$ cat src/rtl/audio_event_sched.sv
// audio_event_sched: fixed-priority sound-event scheduler driving the PWM player handshake,
// with preemption, a saturating watchdog and sticky terminal events that latch silence.
module audio_event_sched #(
   parameter int                    NUM_EVENTS   = 4,
   parameter int                    SEL_W        = $clog2(NUM_EVENTS + 1),
   parameter logic [NUM_EVENTS-1:0] STICKY_MASK  = NUM_EVENTS'(4'b0110),
   parameter logic [NUM_EVENTS-1:0] PREEMPT_MASK = NUM_EVENTS'(4'b0110),
   parameter int                    TIMEOUT_CYC  = 50_000_000
) (
   input  logic                  Clk,
   input  logic                  reset_rtl_0,
   input  logic [NUM_EVENTS-1:0] ev_req,
   input  logic                  player_done,
   input  logic                  hold_clr,
   output logic                  play_en,
   output logic [SEL_W-1:0]      play_sel,
   output logic                  play_start,
   output logic [NUM_EVENTS-1:0] pending,
   output logic                  busy,
   output logic                  held,
   output logic                  timeout_err
);
   localparam int IDX_W = NUM_EVENTS > 1 ? $clog2(NUM_EVENTS) : 1;
   localparam int WD_W = TIMEOUT_CYC > 0 ? $clog2(TIMEOUT_CYC + 1) : 1;
   localparam logic [WD_W-1:0] WD_LAST = WD_W'(TIMEOUT_CYC > 0 ? TIMEOUT_CYC - 1 : 0);
   localparam bit WD_ON = TIMEOUT_CYC != 0;

   typedef enum logic [1:0] {IDLE, START, PLAY, HOLD} state_t;

   state_t                state, state_n;
   logic [NUM_EVENTS-1:0] prev, rise, clr, pending_n;
   logic [IDX_W-1:0]      cur, cur_n, win, pre;
   logic                  cur_valid, pre_any, done;
   logic [WD_W-1:0]       wd;

   assign rise        = ev_req & ~prev;
   assign timeout_err = WD_ON && state == PLAY && wd == WD_LAST;
   assign done        = state == PLAY && (player_done || timeout_err);
   assign play_en     = cur_valid;
   assign play_sel    = cur_valid ? SEL_W'(cur) + SEL_W'(1) : '0;
   assign play_start  = state == START;
   assign busy        = state == START || state == PLAY;
   assign held        = state == HOLD;

   // Descending scan so the lowest pending index wins.
   always_comb begin
      win = '0;
      pre = '0;
      pre_any = 1'b0;
      for (int i = NUM_EVENTS - 1; i >= 0; i--) begin
         if (pending[i]) win = IDX_W'(i);
         if (pending[i] && PREEMPT_MASK[i] && IDX_W'(i) < cur) begin
            pre = IDX_W'(i);
            pre_any = 1'b1;
         end
      end
   end

   always_comb begin
      state_n = state;
      cur_n = cur;
      clr = '0;
      case (state)
         IDLE: if (|pending) begin
            state_n = START;
            cur_n = win;
            clr = NUM_EVENTS'(1) << win;
         end
         START: state_n = PLAY;
         PLAY: if (done) begin
            if (STICKY_MASK[cur]) state_n = HOLD;
            else if (|pending) begin
               state_n = START;
               cur_n = win;
               clr = NUM_EVENTS'(1) << win;
            end else state_n = IDLE;
         end else if (pre_any) begin
            state_n = START;
            cur_n = pre;
            clr = NUM_EVENTS'(1) << pre;
         end
         default: if (hold_clr) state_n = IDLE;
      endcase
   end

   // Rise set beats grant clear; anything touching HOLD keeps the queue empty.
   assign pending_n = (state == HOLD || state_n == HOLD) ? '0 : (pending & ~clr) | rise;

   always_ff @(posedge Clk) begin
      if (!reset_rtl_0) begin
         state     <= IDLE;
         cur       <= '0;
         cur_valid <= 1'b0;
         pending   <= '0;
         prev      <= '1;
         wd        <= '0;
      end else begin
         state     <= state_n;
         cur       <= cur_n;
         cur_valid <= state_n == START || state_n == PLAY;
         pending   <= pending_n;
         prev      <= ev_req;
         wd        <= state == START ? '0 : (state == PLAY && wd != '1) ? wd + 1'b1 : wd;
      end
   end
endmodule

$ cat config.mk
export PLATFORM = sky130hd
export DESIGN_NAME = audio_event_sched
export DESIGN_NICKNAME = d
export VERILOG_FILES = /design/src/rtl/audio_event_sched.sv
export SDC_FILE = /design/constraint.sdc
export NUM_CORES = 1
export LEC_CHECK = 0
export BUFFER_PORTS_ARGS = -buffer_cell sky130_fd_sc_hd__buf_2
export CORE_UTILIZATION = 35
export DETAILED_ROUTE_END_ITERATION = 10
export PLACE_DENSITY = 0.61
export SYNTH_ARGS = -nofsm -noshare
export SYNTH_HDL_FRONTEND = slang
export SYNTH_SLANG_ARGS = --single-unit
$ cat constraint.sdc
create_clock -name Clk -period 4.6 [get_ports Clk]
set_input_delay 0.46 -clock Clk [delete_from_list [all_inputs] [get_ports Clk]]
set_output_delay 0.46 -clock Clk [all_outputs]
set_load 0.1 [all_outputs]
==> results of run 1 <==
[flip-flops by register name, indices dropped and copies added (netlist names)]
| register | count |
|---|---|
| cur | 2 |
| pending | 4 |
| play_en | 1 |
| prev | 4 |
| state | 2 |
| wd | 26 |
[critical path: stages (launching register included)]
cell      delay [ns]
dfxtp_1         0.34
or4b_1          0.51
or4_4           0.53
o211ai_2        0.32
o21ai_1         0.10
a32oi_1         0.20
a21oi_1         0.07
ha_1            0.20
or3_1           0.40
nor3b_1         0.23
a21o_1          0.10
[power by group through the flow]
stage	Clock (mW)	Sequential, mW	Combinational, mW
finish	0.297	0.387	0.382
global route	0.325	0.392	0.413
CTS	0.305	0.387	0.381
detailed placement	0	0.395	0.379
global placement	0	0.394	0.379
floorplan	0	0.425	0.285
[per-stage QoR]
step | cells | utilization | area, um^2 | hold slack [ns]
2_1_floorplan | 238 | - | 2020 | 0.454
3_3_place_gp | 326 | 0.395 | 2190 | 0.468
3_5_place_dp | 326 | 0.395 | 2190 | 0.479
4_1_cts | 334 | 0.417 | 2310 | 0.358
5_1_grt | 334 | 0.417 | 2310 | 0.350
6_report | 334 | 0.417 | 2310 | 0.363
[kinds of logic after synthesis]
logic type / Yosys count / synth area share
and+or+nand+nor: 120 / 0.305
DFF: 39 / 0.386
muxes: 3 / 0.0155
adders and majority gates: 7 / 0.0433
AOI/OAI and AO/OA: 32 / 0.117
buffers and inverters: 12 / 0.0242
xor gates and xnor gates: 25 / 0.108
[final cells by class]
type                            count  area, um^2
Sequential cell                    39         781
Timing Repair Buffer               19        95.1
Clock inverter                      2        35.0
Clock buffer                        6        82.6
Tap cell                           72        90.1
Fill cell                         575        3230
Inverter                            9        33.8
Multi-Input combinational cell    187        1190
[worst max path at each step]
| stage | startpoint | end | slack (ns) | cells past startpoint |
|---|---|---|---|---|
| after floorplan | wd[18] | timeout_err | 1.51 | 3 |
| after global placement | wd[18] | pending[1] | 1.64 | 10 |
| after detailed placement | wd[18] | pending[1] | 1.58 | 10 |
| after CTS | wd[18] | pending[1] | 1.55 | 10 |
| after global routing | wd[18] | pending[1] | 1.28 | 10 |
| final | wd[18] | pending[1] | 1.55 | 10 |
[per-layer routing]
layer	vias to the layer above	global-route usage	share of wire
met5	-	0	0
li1	874	-	-
met1	768	0.207	0.52
met4	0	0.0667	0.021
met3	8	0.0376	0.025
met2	22	0.233	0.43
[synth_stat cells, types with 2 or more instances]
library cell	instances	area [um^2]
nor2b_1	2	12.5
nand4_1	5	31.3
nand2b_1	8	50.1
and3_1	9	56.3
o21ai_1	2	10.0
dfxtp_1	39	781
o21ai_0	2	10.0
nand2_1	20	75.1
and2_1	4	25.0
nor3b_1	2	15.0
or4_1	2	15.0
a211oi_1	4	30.0
nor2_1	37	139
xor2_1	12	105
nand3_1	7	35.0
clkbuf_1	2	7.51
xnor2_1	13	114
inv_1	9	33.8
a21o_1	2	15.0
ha_1	7	87.6
and4_1	2	17.5
a21oi_1	9	45.0
nor3_1	12	60.1
and4_2	2	20.0
mux2i_1	2	20.0
==> summary by stage, run 1 <==
Run status
The flow ran to the end, and the final reports show no timing, DRC or antenna violations.

STA
The max-slew violation count is 0. The number of hold-slack violations in the final timing report was 0. Setup slack on the critical path of the routed design comes to 1.55 ns. The time the worst path needs with I/O delays and setup is 3.05 ns. The worst clock skew is 0.00414 ns. The worst pin sits at a relative slew slack of 0.358.

The final period utilization is 0.663. After routing, the total negative slack on setup checks comes to 0 ns. For the pin with the worst max-slew slack, the measured transition is 0.954 ns. Setup violations remaining at the end of the flow were counted as 0.

Timing would allow up to 328 MHz. Setup repair after global routing left no endpoint under its margin.

Logic synthesis
Of the synthesized area, sequential elements account for 0.386. The synthesized design contains 39 register bits. The cell area after technology mapping is 2020 um^2.

The synthesized design contains 0 enable-type register cells. Of all flip-flops after synthesis, the portion carrying an async set or reset was 0. The synthesized instance count is 238. The synthesized netlist contains 48 unique library cells.

For this run, the leading register cell type out of synthesis is dfxtp_1. The count of yosys warnings during synthesis is 0. The synthesized netlist net count is 253. The mean instance size in the synthesized netlist is 8.49 um^2.

Critical path
The peak fanout along the critical path is 5. The arrival time of the worst setup path is 3.29 ns. The launch instance of the worst register-to-register path is wd[18].

By startpoint and endpoint, the worst setup path is classified as register to register. The register-to-register setup slack is 1.55 ns. The depth of the most critical reg-to-reg path is 10. The endpoint class of the critical path is a register. The endpoint identified for the worst register-to-register timing path is pending[1]. For the worst setup path, the data required time is 4.84 ns. STA classifies the critical path startpoint as a register.

Power
The clock network power share is 0.279. The design draws 1.07 mW. The switching share of power is 0.401. Internal power comes to 639 uW. The leakage power total is 0.913 nW. In this run the power spent charging and discharging nets is 428 uW.

Of the total power, registers draw 0.363. Dividing total power by cell area gives a power density of 462 nW/um^2. The share of total power in combinational logic is 0.358. Across the VDD grid, the largest voltage drop is 0.289 mV.

Floorplan
The floorplan has 27 rows. The floorplan step set the die width to 78.0 um. The core region is 5540 um^2.

For this design the top-level I/O count stands at 20. The floorplan step set the die height to 78.0 um. The die covers 6080 um^2. The initial utilization of the core area, before any placement, comes to 0.365.

Finish
Leaving out fill and tap cells, the most frequent cell in the layout is dfxtp_1. The share of post-route cells with drive strength above 1 is 0.145. 0 antenna diodes ended up in the layout. Leaving out fill and tap cells, the most frequent cells in the layout are dfxtp_1 (39), nor2_1 (37), nand2_1 (20), buf_2 (19), xnor2_1 (13). At the end of the flow, the number of nets in the layout was 276.

The area growth from synthesis to layout is 14.2%.

Clock tree
After clock tree synthesis, the repair step resized 0 gates. The clock latency at the later pin of the worst-skew pair is 0.29 ns. In this run the post-CTS setup repair buffer count came out at 0. The tree built by TritonCTS fans out to 39 sinks.

The number of hold buffers added after CTS was 0. In this run the deepest clock path goes through 2 buffers. TritonCTS built the clock tree. In this run the clock root is driven by a clkbuf_8.

The depth of the CTS H-tree is 2. The TritonCTS buffer count is 5. After clock tree synthesis, the clock-pin slew on the worst setup and hold paths is 0.08 ns.

Global route
The aggregate global routing overflow is 0. The first-pass GRT wire length is 7450 um. The via count of the first global-routing pass was 1630.

The pin count of the biggest net entering global routing is 27. The initial antenna violation count is 0. In the global route stage, overall resource usage came out at 0.154.

Drt
After detailed routing, the number of vias per cell comes to 5.01. In the final routed layout, each cell accounts on average for 12.6 um. The routed layout has 1672 vias. For this run, the detailed router's first-pass iteration total came to 4. The initial DRC count is 94. After detailed routing, the total wire length is 4210 um. In this run the remaining antenna-violating nets after routing total 0. The post-detailed-route DRC marker count is 0.

Place
The wire-length estimate of the detail-placed layout is 2970 um. At the placement stage, the worst setup path has a slack of 1.58 ns. The final weighted congestion in routability-driven placement is 0.825. Input and output buffers added on the ports amount to 19.

Run
The reported max-cap violation count is 0.

Hold path
The startpoint identified for the worst hold timing path is ev_req[0]. The cell depth of the worst hold path is 2. The terminating pin of the worst hold path is prev[0]. The worst hold-check path type is primary input to register.
Power figures use the tool's default switching activity.
==> run 2: changes to the inputs <==
Settings changed: PLACE_DENSITY 0.61 to 0.63.
Clock period 4.6 ns to 2.45 ns, I/O delays scaled along.
==> summary by stage, run 2 (synthesized netlist as in run 1, its figures left out) <==
STA
The maximum clock rate is 362 MHz. Setup repair after global routing could not meet its margin everywhere. The worst clock skew is 0.00604 ns. Final hold analysis gives a worst-case slack of 0.144 ns. The number of hold-slack violations in the final timing report is 0. The transition time of the tightest slew-check pin is 0.485 ns. Setup violations remaining at the end of the flow were counted as 7. The max-slew violation count is 0. Once routing completed, OpenROAD measured the worst setup slack at -0.311 ns. Of the available clock period, the critical path in the final layout requires 1.13.

The relative max-transition margin is 0.679. Subtracting the final worst setup slack from the clock period gives 2.76 ns.

Drt
After detailed routing, no signal wire sits above met4. The detailed-route wire length is 4420 um. The first routing iteration left 72 violations. The first-pass iteration count of the detailed router is 4. The routed length on met2 is 2080 um. In the routed layout, each cell is associated on average with a via count of 4.97.

The detailed router put a total of 2100 um of wire on met1. The routed wire length on met3 is 156 um. The count of nets left with antenna violations once routing finished came out at 0. The per-cell routed wire length is 12.0 um. The via count is 1834. For this run, design rule violations remaining after detail routing come to 0.

Finish
From synthesis to final layout, the design area changed by 31.8%. The multi-input combinational cells in the finished layout cover a total of 1260 um^2. The number of filler cells placed in the layout is 544. The number of antenna diodes in the final layout is 0. The largest registers in the layout are wd x26, pending x4, prev x4. The filler-free cell count of the finished design is 369. In the final layout, the share of cells above drive strength 1 is 0.283. The register with the most flip-flops in the layout has 26 of them. The register with the most flip-flops in the final layout is wd.

In the final layout, flip-flops and latches occupy 782 um^2. In the layout the commonest cells are dfxtp_1 (38), nor2_1 (36), buf_4 (34), nand2_1 (20), buf_2 (18). The most common cell after layout, fill and taps aside is dfxtp_1. In the final design database the tool counted 311 nets.

Place
At the end of routability-driven placement, the weighted congestion stood at 0.799. The wire-length estimate of the detail-placed layout is 3230 um. OpenSTA, run right after detailed placement, puts the worst setup slack at -0.315 ns. Input and output buffers added on the ports amount to 19. The number of placed instances, taps included, is 359.

Global route
The pin count of the biggest net entering global routing is 27. The via count of the first global-routing pass is 1676. The first global-routing pass estimated 7200 um of wire. The total track usage is 0.151. The aggregate global routing overflow is 0. The initial antenna violation count is 0.

Critical path
The startpoint type of the worst setup path is a register. The number of buffers and inverters on the critical path is 0. Traced cell by cell, the critical path runs through or4b_1 -> or4_4 -> o211ai_4 -> o21ai_1 -> a32oi_1 -> a21oi_1 -> ha_2 -> or3_4 -> nor3b_2 -> a21o_1. The endpoint class of the critical path is a register. The peak fanout along the critical path is 5. The worst register-to-register path has a setup slack of -0.31 ns. Counting cells, the worst reg-to-reg path comes to 10. The longest individual stage delay on the worst path is 0.54 ns. The critical path's slowest cell is or4_4.

In this design, the largest share of critical-path delay is due to simple AND/OR/NAND/NOR gates. The required time of the worst setup path is 2.69 ns. The critical register-to-register path endpoint is pending[1]. For the worst setup path, the data arrival time is 3.00 ns. The critical path in this run is classified as register to register.

The launch instance of the worst register-to-register path is wd[18].

Clock tree
The TritonCTS buffer count is 5. Clock-pin slew was measured on the worst setup and hold paths at 0.08 ns. The clock tree from TritonCTS is built.

CTS built an H-tree with a depth of 2. Clock tree synthesis found a total of 39 sinks. The number of buffers inserted for hold repair after clock tree synthesis is 0.

The root buffer cell chosen for the clock tree is clkbuf_8. The clock latency at the later pin of the worst-skew pair is 0.29 ns. No sink is reached through more buffers than the 2 on the longest clock path.

Power
The leakage power total is 1.12 nW. The total power per unit cell area is 785 nW/um^2. The completed layout was analyzed and its total power is 2.09 mW. The worst-case IR drop observed on VDD is 0.485 mV.

Run status
The flow ran to the end, but the final reports show violations. The final reports fail on setup timing.

Hold path
The min-delay analysis places its worst path in the category primary input to register. The cell depth of the worst hold path is 2. In this run the most critical hold path is launched from ev_req[0]. The terminating pin of the worst hold path is prev[0].

Floorplan
The horizontal die dimension is 78.0 um. The floorplan step defined a die boundary enclosing 6080 um^2. The standard cell core area is 5540 um^2. The vertical extent of the die is 78.0 um. The initial utilization of the core area, before any placement, comes to 0.365. During I/O placement, the number of pins put on the boundary was 20. The initialized floorplan defines 27 standard-cell rows.

Run
The reported max-cap violation count is 0.
==> run 2: worst max path at each step <==
| stage | startpoint | end | slack [ns] | cells after the start |
|---|---|---|---|---|
| 3_5_place_dp | wd[9] | pending[1] | -0.31 | 9 |
| 5_1_grt | wd[18] | pending[1] | -0.42 | 9 |
| 4_1_cts | wd[11] | pending[1] | -0.32 | 9 |
| 3_3_place_gp | wd[9] | pending[1] | -0.28 | 9 |
| 2_1_floorplan | wd[9] | pending[1] | -0.32 | 9 |
| 6_report | wd[18] | pending[1] | -0.31 | 10 |
==> run 2: repair_timing <==
item / 4_1_cts / 5_1_grt
resized for setup: 5 / 3
setup buffers: 0 / 2
setup endpoints to repair: 8 / 8
pin swaps: 2 / 7
==> run 2: where the power goes <==
group	leakage [nW]	switching, mW	total (mW)	internal [mW]
clock	0.0612	0.227	0.557	0.330
sequential	0.317	0.0407	0.719	0.678
combinational	0.740	0.573	0.816	0.243
total	1.12	0.840	2.09	1.25
==> run 2: through the flow <==
| step | cell area, um^2 | setup TNS [ns] | util |
|---|---|---|---|
| after floorplan | 2060 | -0.984 | - |
| after global placement | 2500 | -1.03 | 0.451 |
| after detailed placement | 2500 | -1.20 | 0.451 |
| after CTS | 2640 | -1.22 | 0.476 |
| after global routing | 2660 | -2.09 | 0.481 |
| final | 2660 | -1.38 | 0.481 |
==> run 2: metal layers <==
metal  global-route usage  up-vias
li1                     -      948
met1                0.186      847
met2                0.247       31
met3               0.0388        8
met4               0.0685        0
met5                    0        -
==> run 2: layout make-up <==
class,count,area share
clock buffer,6,0.0310
clock inverter,2,0.0132
inverter,9,0.0127
multi-input combinational,187,0.474
sequential,39,0.294
tap,72,0.0338
timing repair buffer,54,0.141
